[src/rtl/rca_seq_adder.sv]
// rca_seq_adder: WIDTH-bit adder that reuses one external 3-bit ripple-carry slice over NSLICE cycles.
//   clk, rst_n              : clock, asynchronous active-low reset
//   in_valid/in_ready       : operand handshake (in_a, in_b, in_cin)
//   out_valid/out_ready     : result handshake (out_sum, out_cout)
//   busy                    : high while slices are being added
//   rca_a/rca_b/rca_cin     : drive the external slice adder
//   rca_sum/rca_cout        : combinational result of the external slice adder
// Optional: define RCA_SEQ_OVF_EN to add out_ovf (signed two's-complement overflow).
module rca_seq_adder #(
    parameter int WIDTH = 12
) (
    input  logic             clk,
    input  logic             rst_n,
    input  logic             in_valid,
    output logic             in_ready,
    input  logic [WIDTH-1:0] in_a,
    input  logic [WIDTH-1:0] in_b,
    input  logic             in_cin,
    output logic             out_valid,
    input  logic             out_ready,
    output logic [WIDTH-1:0] out_sum,
    output logic             out_cout,
`ifdef RCA_SEQ_OVF_EN
    output logic             out_ovf,
`endif
    output logic             busy,
    output logic [2:0]       rca_a,
    output logic [2:0]       rca_b,
    output logic             rca_cin,
    input  logic [2:0]       rca_sum,
    input  logic             rca_cout
);
    localparam int NSLICE = WIDTH / 3;
    localparam int IW = NSLICE > 1 ? $clog2(NSLICE) : 1;

    if (WIDTH % 3 != 0 || WIDTH < 3) begin : g_bad_width
        $error("rca_seq_adder: WIDTH must be a positive multiple of 3");
    end

    typedef enum logic [1:0] {IDLE, RUN, DONE} state_t;

    state_t          state, state_nx;
    logic [IW-1:0]   idx;
    logic            carry;
    logic [WIDTH-1:0] op_a, op_b, sum_r;
    logic            cout_r;
    logic            last;

    assign last     = idx == IW'(NSLICE - 1);
    assign out_sum  = sum_r;
    assign out_cout = cout_r;

    always_ff @(posedge clk or negedge rst_n)
        if (!rst_n) state <= IDLE;
        else        state <= state_nx;

    always_comb begin
        state_nx  = state;
        in_ready  = 1'b0;
        busy      = 1'b0;
        out_valid = 1'b0;
        rca_a     = 3'b0;
        rca_b     = 3'b0;
        rca_cin   = 1'b0;
        case (state)
            IDLE: begin
                in_ready = 1'b1;
                if (in_valid) state_nx = RUN;
            end
            RUN: begin
                busy    = 1'b1;
                rca_a   = op_a[3*idx +: 3];
                rca_b   = op_b[3*idx +: 3];
                rca_cin = carry;
                if (last) state_nx = DONE;
            end
            DONE: begin
                out_valid = 1'b1;
                if (out_ready) state_nx = IDLE;
            end
            default: state_nx = IDLE;
        endcase
    end

    always_ff @(posedge clk or negedge rst_n)
        if (!rst_n) begin
            idx    <= '0;
            carry  <= 1'b0;
            op_a   <= '0;
            op_b   <= '0;
            sum_r  <= '0;
            cout_r <= 1'b0;
        end else if (state == IDLE && in_valid) begin
            op_a  <= in_a;
            op_b  <= in_b;
            carry <= in_cin;
            idx   <= '0;
        end else if (state == RUN) begin
            sum_r[3*idx +: 3] <= rca_sum;
            carry <= rca_cout;
            // wrap instead of incrementing past the last slice
            idx   <= last ? '0 : idx + 1'b1;
            if (last) cout_r <= rca_cout;
        end

`ifdef RCA_SEQ_OVF_EN
    logic ovf_r;
    assign out_ovf = ovf_r;
    // the top result bit is rca_sum[2] on the final slice, so overflow is captured on that same edge
    always_ff @(posedge clk or negedge rst_n)
        if (!rst_n)                 ovf_r <= 1'b0;
        else if (state == RUN && last)
            ovf_r <= (op_a[WIDTH-1] == op_b[WIDTH-1]) && (rca_sum[2] != op_a[WIDTH-1]);
`endif
endmodule

[config.mk]
export PLATFORM = sky130hd
export DESIGN_NAME = rca_seq_adder
export DESIGN_NICKNAME = d
export VERILOG_FILES = /design/src/rtl/rca_seq_adder.sv
export SDC_FILE = /design/constraint.sdc
export NUM_CORES = 1
export LEC_CHECK = 0
export CAP_MARGIN = 10
export CELL_PAD_IN_SITES_DETAIL_PLACEMENT = 1
export CELL_PAD_IN_SITES_GLOBAL_PLACEMENT = 1
export CORE_ASPECT_RATIO = 0.75
export CORE_MARGIN = 4
export CORE_UTILIZATION = 49
export CTS_CLUSTER_DIAMETER = 50
export DETAILED_ROUTE_END_ITERATION = 10
export DONT_BUFFER_PORTS = 1
export GPL_TIMING_DRIVEN = 0
export PLACE_DENSITY_LB_ADDON = 0.3
export RECOVER_POWER = 25
export SYNTH_ARGS = -nofsm -noshare
export SYNTH_HDL_FRONTEND = slang
export SYNTH_SLANG_ARGS = --single-unit
[constraint.sdc]
create_clock -name clk -period 2.49 [get_ports clk]
set_input_delay 0.1245 -clock clk [delete_from_list [all_inputs] [get_ports clk]]
set_output_delay 0.1245 -clock clk [all_outputs]
set_load 0.02 [all_outputs]
== Word level (Yosys, flattened, before mapping) ==
Index checks and enable logic that the tools add are counted.

* Flip-flop bits (word level): 42
* Input bits: 33
* Output and inout port bits: 23

* Add/subtract/negate cells: 2
* Multiply operators: 1
* Equality and inequality tests: 6
* Shift operators: 4
* Mux-type cells: 16
* Bitwise logic cells: 1
* Reductions and logical operators: 6

{| class="wikitable"
|+ Operator list
! cell !! count
|-
| 4-bit negator with 34-bit output || 1
|-
| 3-bit by 34-bit variable shift with 12-bit output (first input constant) || 1
|-
| 3-bit by 34-bit indexed part select with 12-bit output || 1
|-
| 12-bit by 5-bit indexed part select with 3-bit output || 2
|-
| 12-bit bitwise mux || 1
|-
| 2-bit 2-to-1 mux || 6
|-
| 1-bit 2-to-1 mux || 6
|-
| 3-bit 2-to-1 mux || 2
|-
| 2-bit inequality test (second input constant) || 3
|-
| 2-bit one-hot mux with 3 select lines || 1
|-
| 3-bit AND reduction || 2
|-
| 2-bit == test (second input constant) || 2
|-
| 2-bit by 2-bit multiplier with 4-bit output (first input constant) || 1
|-
| 2-bit by 1-bit adder with 2-bit output (second input constant) || 1
|-
| 2-bit by 1-bit == test with 1-bit output (second input constant) || 1
|-
| 2-bit logical NOT || 1
|-
| 2-bit AND reduction || 1
|-
| 2-bit nonzero test || 1
|-
| 1-bit logical AND || 1
|-
| 1-bit inverter || 1
|}

== Depth between registers and ports, before layout ==
Gate-level depths: netlist of run 1.

* Depth in word-level cells: 4
* Gate-level depth with buffers: 7

== Least setup slack after synthesis of run 1 ==
Ideal clock, no wire load.

* Path type: register to register
* From: register idx[1]
* To: register sum_r[9] (netlist: out_sum[9])
* Setup time: 125 ps
* Arrival time: 1877 ps
* Data required time: 2365 ps
* Slack: 489 ps
* Stages on the path, launching flop included: 8
* Clock period less this slack: 2001 ps
* Cells stage by stage: dfrtp_1 buf_2 buf_2 inv_1 ha_1 clkbuf_1 and3b_1 mux2_2

* Longest elaborated chain between the ends: 4

{| class="wikitable"
|+ Ends and longest elaborated chain
! what !! RTL line !! text
|-
| from (decl) || 43 || <nowiki>logic [IW-1:0] idx;</nowiki>
|-
| from (signal assigned) || 102 || <nowiki>idx <= last ? '0 : idx + 1'b1;</nowiki>
|-
| 2-bit by 2-bit multiplier with 4-bit output (*) || 99 || <nowiki>sum_r[3*idx +: 3] <= rca_sum;</nowiki>
|-
| 4-bit negator with 34-bit output (*) || 99 ||
|-
| 3-bit by 34-bit indexed part select with 12-bit output or 3-bit by 34-bit variable shift with 12-bit output (tied branches) || 99 ||
|-
| 12-bit bitwise mux (*) || 99 ||
|-
| to (signal, indexed assignment) || 99 ||
|-
| to (decl) || 45 || <nowiki>logic [WIDTH-1:0] op_a, op_b, sum_r;</nowiki>
|}

Every way passes the cells marked *; elsewhere a longest branch is shown, timed or not.
A chain may end at the register's enable or synchronous reset.

== Worst setup path in the final report of run 1 ==
* From: register idx[0]
* To: output port rca_b[2]

* Longest elaborated chain between the ends: 3

{| class="wikitable"
|+ Ends and longest elaborated chain
! what !! RTL line !! text
|-
| 2-bit by 2-bit multiplier with 4-bit output || 73 || <nowiki>rca_b = op_b[3*idx +: 3];</nowiki>
|-
| 12-bit by 5-bit indexed part select with 3-bit output || 73 ||
|-
| 3-bit 2-to-1 mux || 65 || <nowiki>case (state)</nowiki>
|-
| to (decl) || 28 || <nowiki>output logic [2:0] rca_b,</nowiki>
|}

No other way between the ends.

==> results of run 1 <==
-- kinds of logic (layout without fill, tap and decap cells) --
kind of cell / count (synthesis) / in the layout / share of synthesized area [%]
compound gates: 12 / 12 / 4.03
mux: 49 / 49 / 26.2
buf+inv: 13 / 48 / 3.48
simple gates: 27 / 27 / 11.4
fa+ha+maj: 6 / 6 / 3.66
flops: 42 / 42 / 51.3
-- layer usage --
metal	part of all wire (%)	vias to the layer above	GRT usage [%]
li1	-	614	-
met4	1.7	0	7.76
met5	0	-	0
met2	51	44	34.7
met3	5.9	9	5.77
met1	42	691	25.2
-- power by group through the flow --
stage | Combinational, W | Sequential (W) | Clock, W
4_1_cts | 0.00143 | 0.00133 | 0.000538
3_3_place_gp | 0.00130 | 0.00131 | 0
6_report | 0.00143 | 0.00133 | 0.000525
5_1_grt | 0.00156 | 0.00138 | 0.000571
2_1_floorplan | 0.00113 | 0.00126 | 0
3_5_place_dp | 0.00138 | 0.00134 | 0
-- flip-flops by register name, summed over array words and instances (netlist names) --
signal,count
carry,1
idx,2
op_a,12
op_b,12
out_cout,1
out_sum,12
state,2
-- synthesized netlist by cell type --
| cell type | instances |
|---|---|
| dfrtp_1 | 42 |
| mux2_2 | 35 |
| mux2i_1 | 12 |
| ha_1 | 6 |
| nor4bb_1 | 6 |
| o22ai_1 | 6 |
| and3b_1 | 5 |
| inv_1 | 4 |
| buf_2 | 3 |
| clkbuf_1 | 3 |
| nand3b_1 | 3 |
| nor3b_1 | 3 |
| a21o_1 | 2 |
| and4b_1 | 2 |
| buf_6 | 2 |
| mux2_1 | 2 |
| a221o_1 | 1 |
| and2_1 | 1 |
| and3_1 | 1 |
| buf_4 | 1 |
| nand2b_1 | 1 |
| nor2_1 | 1 |
| nor2b_1 | 1 |
| nor3b_4 | 1 |
| nor4b_1 | 1 |
| o21ai_0 | 1 |
| o21bai_1 | 1 |
| o31ai_1 | 1 |
| or3b_1 | 1 |
-- through the flow --
step	setup slack [ps]	cell area (um^2)	total power [W]	utilization [%]	hold slack (ps)
global placement	179	2120	0.00261	52.3	-170
floorplan	489	2050	0.00239	-	-171
finish	190	2500	0.00328	61.7	126
CTS	18.5	2520	0.00330	62.1	122
global route	64.9	2500	0.00351	61.7	129
detailed placement	36.6	2120	0.00272	52.3	-170
-- cells in the final DEF, fill, tap and decap left out, drive strengths merged --
cell         synthesis  layout
clkbuf               3       8
ha                   6       6
buf                  6       6
and4b                2       2
and3b                5       5
and3                 1       1
nor4b                1       1
o31ai                1       1
mux2                37      37
bufinv               0       1
nor3b                4       4
or3b                 1       1
clkinv               0       2
a221o                1       1
mux2i               12      12
nand3b               3       3
o21ai                1       1
and2                 1       1
a21o                 2       2
inv                  4       4
nand2b               1       1
nor4bb               6       6
dlygate4sd3          0      27
nor2b                1       1
dfrtp               42      42
nor2                 1       1
o21bai               1       1
o22ai                6       6
-- worst max path at each step --
| stage | depth (start not counted) | endpoint | slack (ps) |
|---|---|---|---|
| 2_1_floorplan | 7 | out_sum[9]$_DFFE_PN0P_ | 490 |
| 3_3_place_gp | 7 | out_sum[9]$_DFFE_PN0P_ | 180 |
| 3_5_place_dp | 7 | out_sum[8]$_DFFE_PN0P_ | 40 |
| 4_1_cts | 7 | out_sum[8]$_DFFE_PN0P_ | 20 |
| 5_1_grt | 3 | rca_b[2] | 60 |
| 6_report | 3 | rca_b[2] | 190 |
-- repair_timing --
item | CTS | global route
resized for setup | 0 | 1
setup endpoints to repair | 0 | 3
hold buffers | 28 | 0
hold endpoints to repair | 69 | 0
-- layout make-up --
cell class,instances,area [um^2],area share [%]
clock buffers,5,68.8,2.75
multi-input cells,94,931,37.2
flip-flops and latches,42,1050,42.0
repair buffers,28,275,11.0
plain buffers,8,52.6,2.10
well taps,55,68.8,2.75
clock inverters,3,40.0,1.60
inverters,4,15.0,0.600
==> results.yml, run 1 <==
run_status:
  status: "finished, final reports clean"
detailed_routing:
  first_iter_violations: 34
  wl_per_cell_um: 20.2
  num_vias: 1358
  dr.pass1.iters: 4
  wirelength_um: 4840
  via_per_inst: 5.68
  post-route-drc-count: 0
  antenna_left: 0
pwr:
  p_int_w: 0.00197
  p_sw_w: 0.00132
  p_leak_nw: 1.13
  comb_power_share_pct: 43.4
  switching_share_pct: 40.1
  p_per_area_nw_per_um2: 1310
  seqPwrFrac_pct: 40.6
  ir_drop_uv: 612
  clockPowerShare_pct: 16.0
sta:
  fin_crit_ps: 2300
  slew_violations: 0
  finalCritPeriodShare_pct: 92.4
  worst_slew_pin_slew_ps: 996
  timing.final.hold_violations: 0
  rsz0062_at_grt: "no"
  clock-skew-final_ps: 6.29
  finalSetupTns_ps: 0
  finalSetupViolCount: 0
  max_slew_margin_pct: 33.6
  fmax_mhz: 435
cts:
  post_cts_buffers: 0
  h-tree-depth: 2
  cts_buffers: 5
  clk_pin_slew_ps: 80
  cts.root.buffer_cell: "clkbuf_8"
  clockBufferDepth: 2
  cts.sinks: 42
  insertion_delay_ps: 290
  cts_tree: "built"
floorplanning:
  die_y_um: 64.0
  start_util_pct: 50.6
  core_um2: 4050
  num_io_pins: 56
  dieArea_um2: 5290
  fp-row-count: 20
  die_w_um: 82.7
worst_setup_path:
  crit_fanout: 11
  worstSetupPathType: "register to primary output"
  r2r_end: "out_sum[8]$_DFFE_PN0P_"
  slowest_stage: "o22ai_1"
  path_buf_inv: 1
  cp-start-kind: "register"
  crit_chain: "clkbuf_1, nand3b_1, o22ai_1"
  cp_top_family: "compound AO/OA/AOI/OAI gates"
  r2r_start: "idx[1]$_DFFE_PN0P_"
  reg2reg_depth: 6
  startpoint: "idx[0]$_DFFE_PN0P_"
  critical_path_required_ps: 2370
  crit_arrival_ps: 2180
  slowest_delay_ps: 580
  endpoint_kind: "primary output"
  r2r_slack_ps: 250
global_routing:
  grt_pass1_vias: 1518
  grt_max_degree: 43
  antenna_found_initial: 0
  track_usage_pct: 20.8
  grt_pass1_wl_um: 7950
  overflow: 0
layout:
  n_antenna_cell: 0
  nets: 222
  final_layout_size_suffix_gt1_share_pct: 28.3
  syn_to_final_growth_pct: 22.0
  n_fill_cell: 409
  instances_no_fill: 239
worst_hold_path:
  whs_path_depth: 2
  min_path_type: "input port to register"
  hp-start: "rca_sum[0]"
  hold_path_end: "out_sum[9]$_DFFE_PN0P_"
synth:
  ys_warn_count: 0
  synth_seq_cells: 42
  syn_area_um2: 2050
  synthDistinctLibCells: 29
  syn-num-nets: 188
  synth_top_area_share_pct: 51.3
  avgSynthCellArea_um2: 13.8
  yosys-top-cells-area: "dfrtp_1 (51%), mux2_2 (19%), mux2i_1 (5.9%), ha_1 (3.7%), nor4bb_1 (2.9%)"
  synth-seq-area-share_pct: 51.3
  synth_top_cell_by_area: "dfrtp_1"
  syn_inst: 149
placed_design:
  io_buffers: 0
  gp_congestion: 0.717
  dp_hpwl_um: 3360
  place_inst: 204
run:
  cap_violations: 0
No activity file was read; power rests on OpenSTA's default activity.
==> run 2, diff against run 1 <==
--- a/config.mk
+++ b/config.mk
@@ -5,6 +5,7 @@
 export SDC_FILE = /design/constraint.sdc
 export NUM_CORES = 1
 export LEC_CHECK = 0
+export ABC_CLOCK_PERIOD_IN_PS = 2300
 export CAP_MARGIN = 10
 export CELL_PAD_IN_SITES_DETAIL_PLACEMENT = 1
 export CELL_PAD_IN_SITES_GLOBAL_PLACEMENT = 1
==> constraint.sdc (replaced) <==
create_clock -name clk -period 2.3 [get_ports clk]
set_input_delay 0.115 -clock clk [delete_from_list [all_inputs] [get_ports clk]]
set_output_delay 0.115 -clock clk [all_outputs]
set_load 0.02 [all_outputs]
==> run 2 against run 1 <==
  * Register-to-register slack about the same
  * Critical endpoint is now rca_b[0]
  * Total power is 8.6% higher
  * Highest routed layer unchanged
  * Wire length is 0.68% lower
  * Cell area rose by 0.20%
  * Clock power is 8.0% higher
  * Worst setup slack worse by 30 ps
  * Largest cell class unchanged
==> results.yml, run 2 (synthesized netlist as in run 1, its figures left out) <==
floorplanning:
  dieArea_um2: 5290
  core_um2: 4050
  fp-row-count: 20
  die_y_um: 64.0
  die_w_um: 82.7
  num_io_pins: 56
  start_util_pct: 50.6
detailed_routing:
  route.met2.wl_um: 2420
  first_iter_violations: 25
  wl_per_cell_um: 20.2
  via_per_inst: 5.66
  drt-met1-wl_um: 2010
  antenna_left: 0
  post-route-drc-count: 0
  highest_layer: "met4"
  num_vias: 1348
  dr_wl_met3_um: 287
  dr.pass1.iters: 4
  wirelength_um: 4810
worst_setup_path:
  endpoint_kind: "primary output"
  critical_path_required_ps: 2180
  crit_fanout: 11
  slowest_stage: "dfrtp_1"
  worstSetupPathType: "register to primary output"
  crit_chain: "clkbuf_2, nand3b_1, o22ai_1"
  path_buf_inv: 1
  slowest_delay_ps: 550
  cp-start-kind: "register"
  cp_top_family: "flip-flops"
  crit_arrival_ps: 2020
global_routing:
  track_usage_pct: 20.8
  grt_pass1_vias: 1511
  overflow: 0
  grt_pass1_wl_um: 7950
  grt_max_degree: 43
  antenna_found_initial: 0
layout:
  multi_input_area_um2: 937
  seqCellArea_um2: 1050
  fin_util_pct: 61.9
  final_layout_size_suffix_gt1_share_pct: 29.0
  n_antenna_cell: 0
  final_cell_mix: "dfrtp_1 (42), mux2_2 (35), dlygate4sd3_1 (27), mux2i_1 (12), nor4bb_1 (6)"
  nets: 221
  n_fill_cell: 410
  syn_to_final_growth_pct: 22.3
  layout_commonest_cell: "dfrtp_1"
sta:
  slew_violations: 0
  fin_crit_ps: 2140
  fmax_mhz: 467
  layout_setup_ws_ps: 160
  whs_ps: 116
  max_slew_margin_pct: 33.7
  rsz0062_at_grt: "no"
  timing.final.hold_violations: 0
  worst_slew_pin_slew_ps: 994
  finalSetupViolCount: 0
  clock-skew-final_ps: 5.97
  finalCritPeriodShare_pct: 93.0
placed_design:
  io_buffers: 0
  dp_hpwl_um: 3360
  dp_slack_ps: -153
  gp_congestion: 0.717
pwr:
  ir_drop_uv: 671
  p_leak_nw: 1.13
  p_per_area_nw_per_um2: 1420
cts:
  insertion_delay_ps: 290
  cts.sinks: 42
  clockBufferDepth: 2
  cts.root.buffer_cell: "clkbuf_8"
  cts_tree: "built"
  clk_pin_slew_ps: 80
  h-tree-depth: 2
  cts_buffers: 5
run_status:
  status: "finished, final reports clean"
worst_hold_path:
  min_path_type: "input port to register"
run:
  cap_violations: 0
-- run 2: changes by cell type in the layout (fill, tap and decap cells not counted), sizes merged --
cell / change
buf: -2
clkbuf: +1
-- run 2: timing repair --
item	4_1_cts	5_1_grt
pin swaps	0	0
endpoints found under the setup margin	3	9
resized for setup	1	4
buffers inserted	0	0
hold endpoints to repair	69	0
hold buffers	28	0
gates cloned	0	0
-- run 2: area by class of cell --
type / instances / share of cell area (%)
buffer: 7 / 2.05
clock buffer: 5 / 2.74
clock inverter: 3 / 1.60
inverter: 4 / 0.599
multi-input combinational: 94 / 37.4
sequential: 42 / 41.9
tap: 55 / 2.74
timing repair buffer: 28 / 11.0
-- run 2: through the flow --
stage / instances / TNS (ps) / area [um^2] / power, W
6_report: 238 / 0 / 2510 / 0.00356
5_1_grt: 238 / 0 / 2510 / 0.00382
2_1_floorplan: 149 / 0 / 2050 / 0.00259
3_3_place_gp: 204 / -10.8 / 2120 / 0.00283
3_5_place_dp: 204 / -343 / 2120 / 0.00294
4_1_cts: 239 / 0 / 2520 / 0.00358
-- run 2: worst paths after layout --
| path | from | to | slack (ps) | cells after the start |
|---|---|---|---|---|
| max | idx[0]$_DFFE_PN0P_ | rca_b[0] | 160 | 3 |
| min | rca_sum[0] | out_sum[9]$_DFFE_PN0P_ | 120 | 2 |
| max reg2reg | idx[0]$_DFFE_PN0P_ | out_sum[8]$_DFFE_PN0P_ | 260 | 5 |
| min reg2reg | op_a[6]$_DFFE_PN0P_ | op_a[6]$_DFFE_PN0P_ | 500 | 1 |
| max in group asynchronous | rst_n | out_sum[6]$_DFFE_PN0P_ | 1120 | 2 |
| min in group asynchronous | rst_n | out_sum[2]$_DFFE_PN0P_ | 560 | 2 |
-- run 2: report_power, final --
part / leakage, nW / switching [W] / internal (W) / total, W
combinational: 0.553 / 0.000820 / 0.000733 / 0.00155
clock: 0.0579 / 0.000248 / 0.000319 / 0.000567
sequential: 0.518 / 0.000360 / 0.00108 / 0.00144
total: 1.13 / 0.00143 / 0.00214 / 0.00356
-- run 2: per-layer routing --
layer	up-vias	track usage [%]
met5	-	0
met2	40	34.4
met1	686	25.6
met4	0	7.76
li1	613	-
met3	9	5.77
==> run 3, diff against run 2 <==
--- a/config.mk
+++ b/config.mk
@@ -9,10 +9,11 @@
 export CAP_MARGIN = 10
 export CELL_PAD_IN_SITES_DETAIL_PLACEMENT = 1
 export CELL_PAD_IN_SITES_GLOBAL_PLACEMENT = 1
-export CORE_ASPECT_RATIO = 0.75
+export CORE_ASPECT_RATIO = 0.7
 export CORE_MARGIN = 4
 export CORE_UTILIZATION = 49
 export CTS_CLUSTER_DIAMETER = 50
+export CTS_CLUSTER_SIZE = 16
 export DETAILED_ROUTE_END_ITERATION = 10
 export DONT_BUFFER_PORTS = 1
 export GPL_TIMING_DRIVEN = 0
==> run 3 against run 2 <==
  * Count of clock-buffer cells in the layout is 1 higher
  * First-iteration DRC count is 96% higher
  * Cell area is 0.95% lower
  * Utilization is 0.71 points higher
  * Worst setup slack better by 26 ps
  * Sequential power hardly changed
  * Clock power is 12% lower
  * Sequential cell count stayed put
  * Non-clock buffer count is 1 higher
  * Critical endpoint is now out_sum[9]$_DFFE_PN0P_
  * Largest cell class unchanged
  * Largest power group unchanged
==> results.yml, run 3 (synthesized netlist as in run 1, its figures left out) <==
run_status:
  status: "finished, final reports clean"
layout:
  layout_commonest_cell: "dfrtp_1"
  final_layout_size_suffix_gt1_share_pct: 28.3
  nets: 222
  final_cell_mix: "dfrtp_1 (42), mux2_2 (35), dlygate4sd3_1 (27), mux2i_1 (12)"
  instances_no_fill: 236
  syn_to_final_growth_pct: 21.1
  fin_area_um2: 2480
  n_antenna_cell: 0
placed_design:
  post_dp_cell_area_um2: 2120
  gp_congestion: 0.716
  io_buffers: 0
  dp_hpwl_um: 3520
  place_inst: 201
sta:
  rsz0062_at_grt: "no"
  timing.final.hold_violations: 0
  clock-skew-final_ps: 8.11
  finalCritPeriodShare_pct: 91.9
  worst_slew_pin_slew_ps: 1050
  finalSetupViolCount: 0
  max_slew_margin_pct: 30.0
  whs_ps: 91.2
  slew_violations: 0
  fin_crit_ps: 2110
  fmax_mhz: 473
detailed_routing:
  dr.pass1.iters: 4
  wl_per_cell_um: 21.9
  first_iter_violations: 49
  num_vias: 1353
  post-route-drc-count: 0
  wirelength_um: 5160
  via_per_inst: 5.73
  antenna_left: 0
pwr:
  comb_power_share_pct: 44.5
  p_per_area_nw_per_um2: 1420
  p_sw_w: 0.00147
  clockPowerShare_pct: 14.2
  p_int_w: 0.00205
  switching_share_pct: 41.8
  ir_drop_uv: 655
  p_leak_nw: 1.12
  seqPwrFrac_pct: 41.3
floorplanning:
  fp-row-count: 19
  dieArea_um2: 5300
  core_um2: 3970
  start_util_pct: 51.7
  die_w_um: 85.3
  die_y_um: 62.1
  num_io_pins: 56
worst_hold_path:
  min_path_type: "input port to register"
cts:
  insertion_delay_ps: 300
  cts.root.buffer_cell: "clkbuf_8"
  cts_tree: "built"
  h-tree-depth: 2
  clk_pin_slew_ps: 80
  clockBufferDepth: 2
  cts.sinks: 42
  cts_buffers: 5
global_routing:
  grt_max_degree: 43
  overflow: 0
  grt_pass1_wl_um: 8360
  grt_pass1_vias: 1493
  track_usage_pct: 20.9
  antenna_found_initial: 0
worst_setup_path:
  critical_path_required_ps: 2490
  crit_chain: "clkbuf_2, inv_1, ha_1, clkbuf_2, and3b_1, mux2_2"
  cp-start-kind: "register"
  crit_arrival_ps: 2310
  endpoint_kind: "register"
  cp_common_cell: "clkbuf_2"
  crit_fanout: 11
  worstSetupPathType: "register to register"
  slowest_stage: "dfrtp_1"
  slowest_delay_ps: 560
run:
  cap_violations: 0
[run 3: changes by cell type in the layout (fill, tap and decap cells not counted), sizes merged]
cell	before	now
clkinvlp	0	1
clkbuf	9	10
bufinv	1	0
buf	4	5
clkinv	2	1
[run 3: final cells by class]
| cell class | instances | area [um^2] |
|---|---|---|
| Clock buffer | 6 | 82.6 |
| Tap cell | 52 | 65.1 |
| Timing Repair Buffer | 28 | 275 |
| Sequential cell | 42 | 1050 |
| Clock inverter | 2 | 12.5 |
| Inverter | 4 | 15.0 |
| Buffer | 8 | 53.8 |
| Fill cell | 378 | 1490 |
| Multi-Input combinational cell | 94 | 928 |
[run 3: worst paths after layout]
path	start	end	slack [ps]	cells after the start
min	in_valid	idx[0]$_DFFE_PN0P_	90	2
max in group asynchronous	rst_n	op_b[5]$_DFFE_PN0P_	1110	2
min in group asynchronous	rst_n	out_sum[8]$_DFFE_PN0P_	550	2
max reg2reg	idx[0]$_DFFE_PN0P_	out_sum[9]$_DFFE_PN0P_	190	6
max	idx[0]$_DFFE_PN0P_	out_sum[9]$_DFFE_PN0P_	190	6
min reg2reg	op_a[6]$_DFFE_PN0P_	op_a[6]$_DFFE_PN0P_	500	1
[run 3: power groups by stage]
stage                     Sequential, W  Clock (W)  Combinational [W]
final                           0.00145   0.000501            0.00157
after global routing            0.00150   0.000565            0.00170
after CTS                       0.00144   0.000514            0.00155
after detailed placement        0.00146          0            0.00150
after global placement          0.00142          0            0.00141
after floorplan                 0.00136          0            0.00123
[run 3: repair_timing]
action	in CTS	in global routing
setup endpoints to repair	4	9
cloned	0	0
buffers inserted	0	0
hold buffers	28	0
resized for setup	1	2
hold endpoints to repair	69	0
[run 3: per-stage QoR]
step	setup slack [ps]	setup TNS, ps	total power, W	util, %
after floorplan	299	0	0.00259	-
final	186	0	0.00352	62.6
after global placement	2.52	0	0.00283	53.3
after global routing	4.49	0	0.00376	62.6
after CTS	69.7	0	0.00351	62.9
after detailed placement	-61.4	-121	0.00296	53.3
[run 3: critical path: cells and delay by family (launching register included)]
family	cells	cell delay, ps
adder cells (fa/ha/maj)	1	350
buffers and inverters	3	640
flip-flops	1	560
multiplexers	1	250
AND/OR/NAND/NOR	1	200
[run 3: metal layers]
| layer | track usage [%] | share of wire (%) | vias up |
|---|---|---|---|
| li1 | - | - | 617 |
| met1 | 27.0 | 43 | 689 |
| met2 | 32.9 | 50 | 37 |
| met3 | 6.47 | 5.3 | 10 |
| met4 | 7.51 | 1.9 | 0 |
| met5 | 0 | 0 | - |
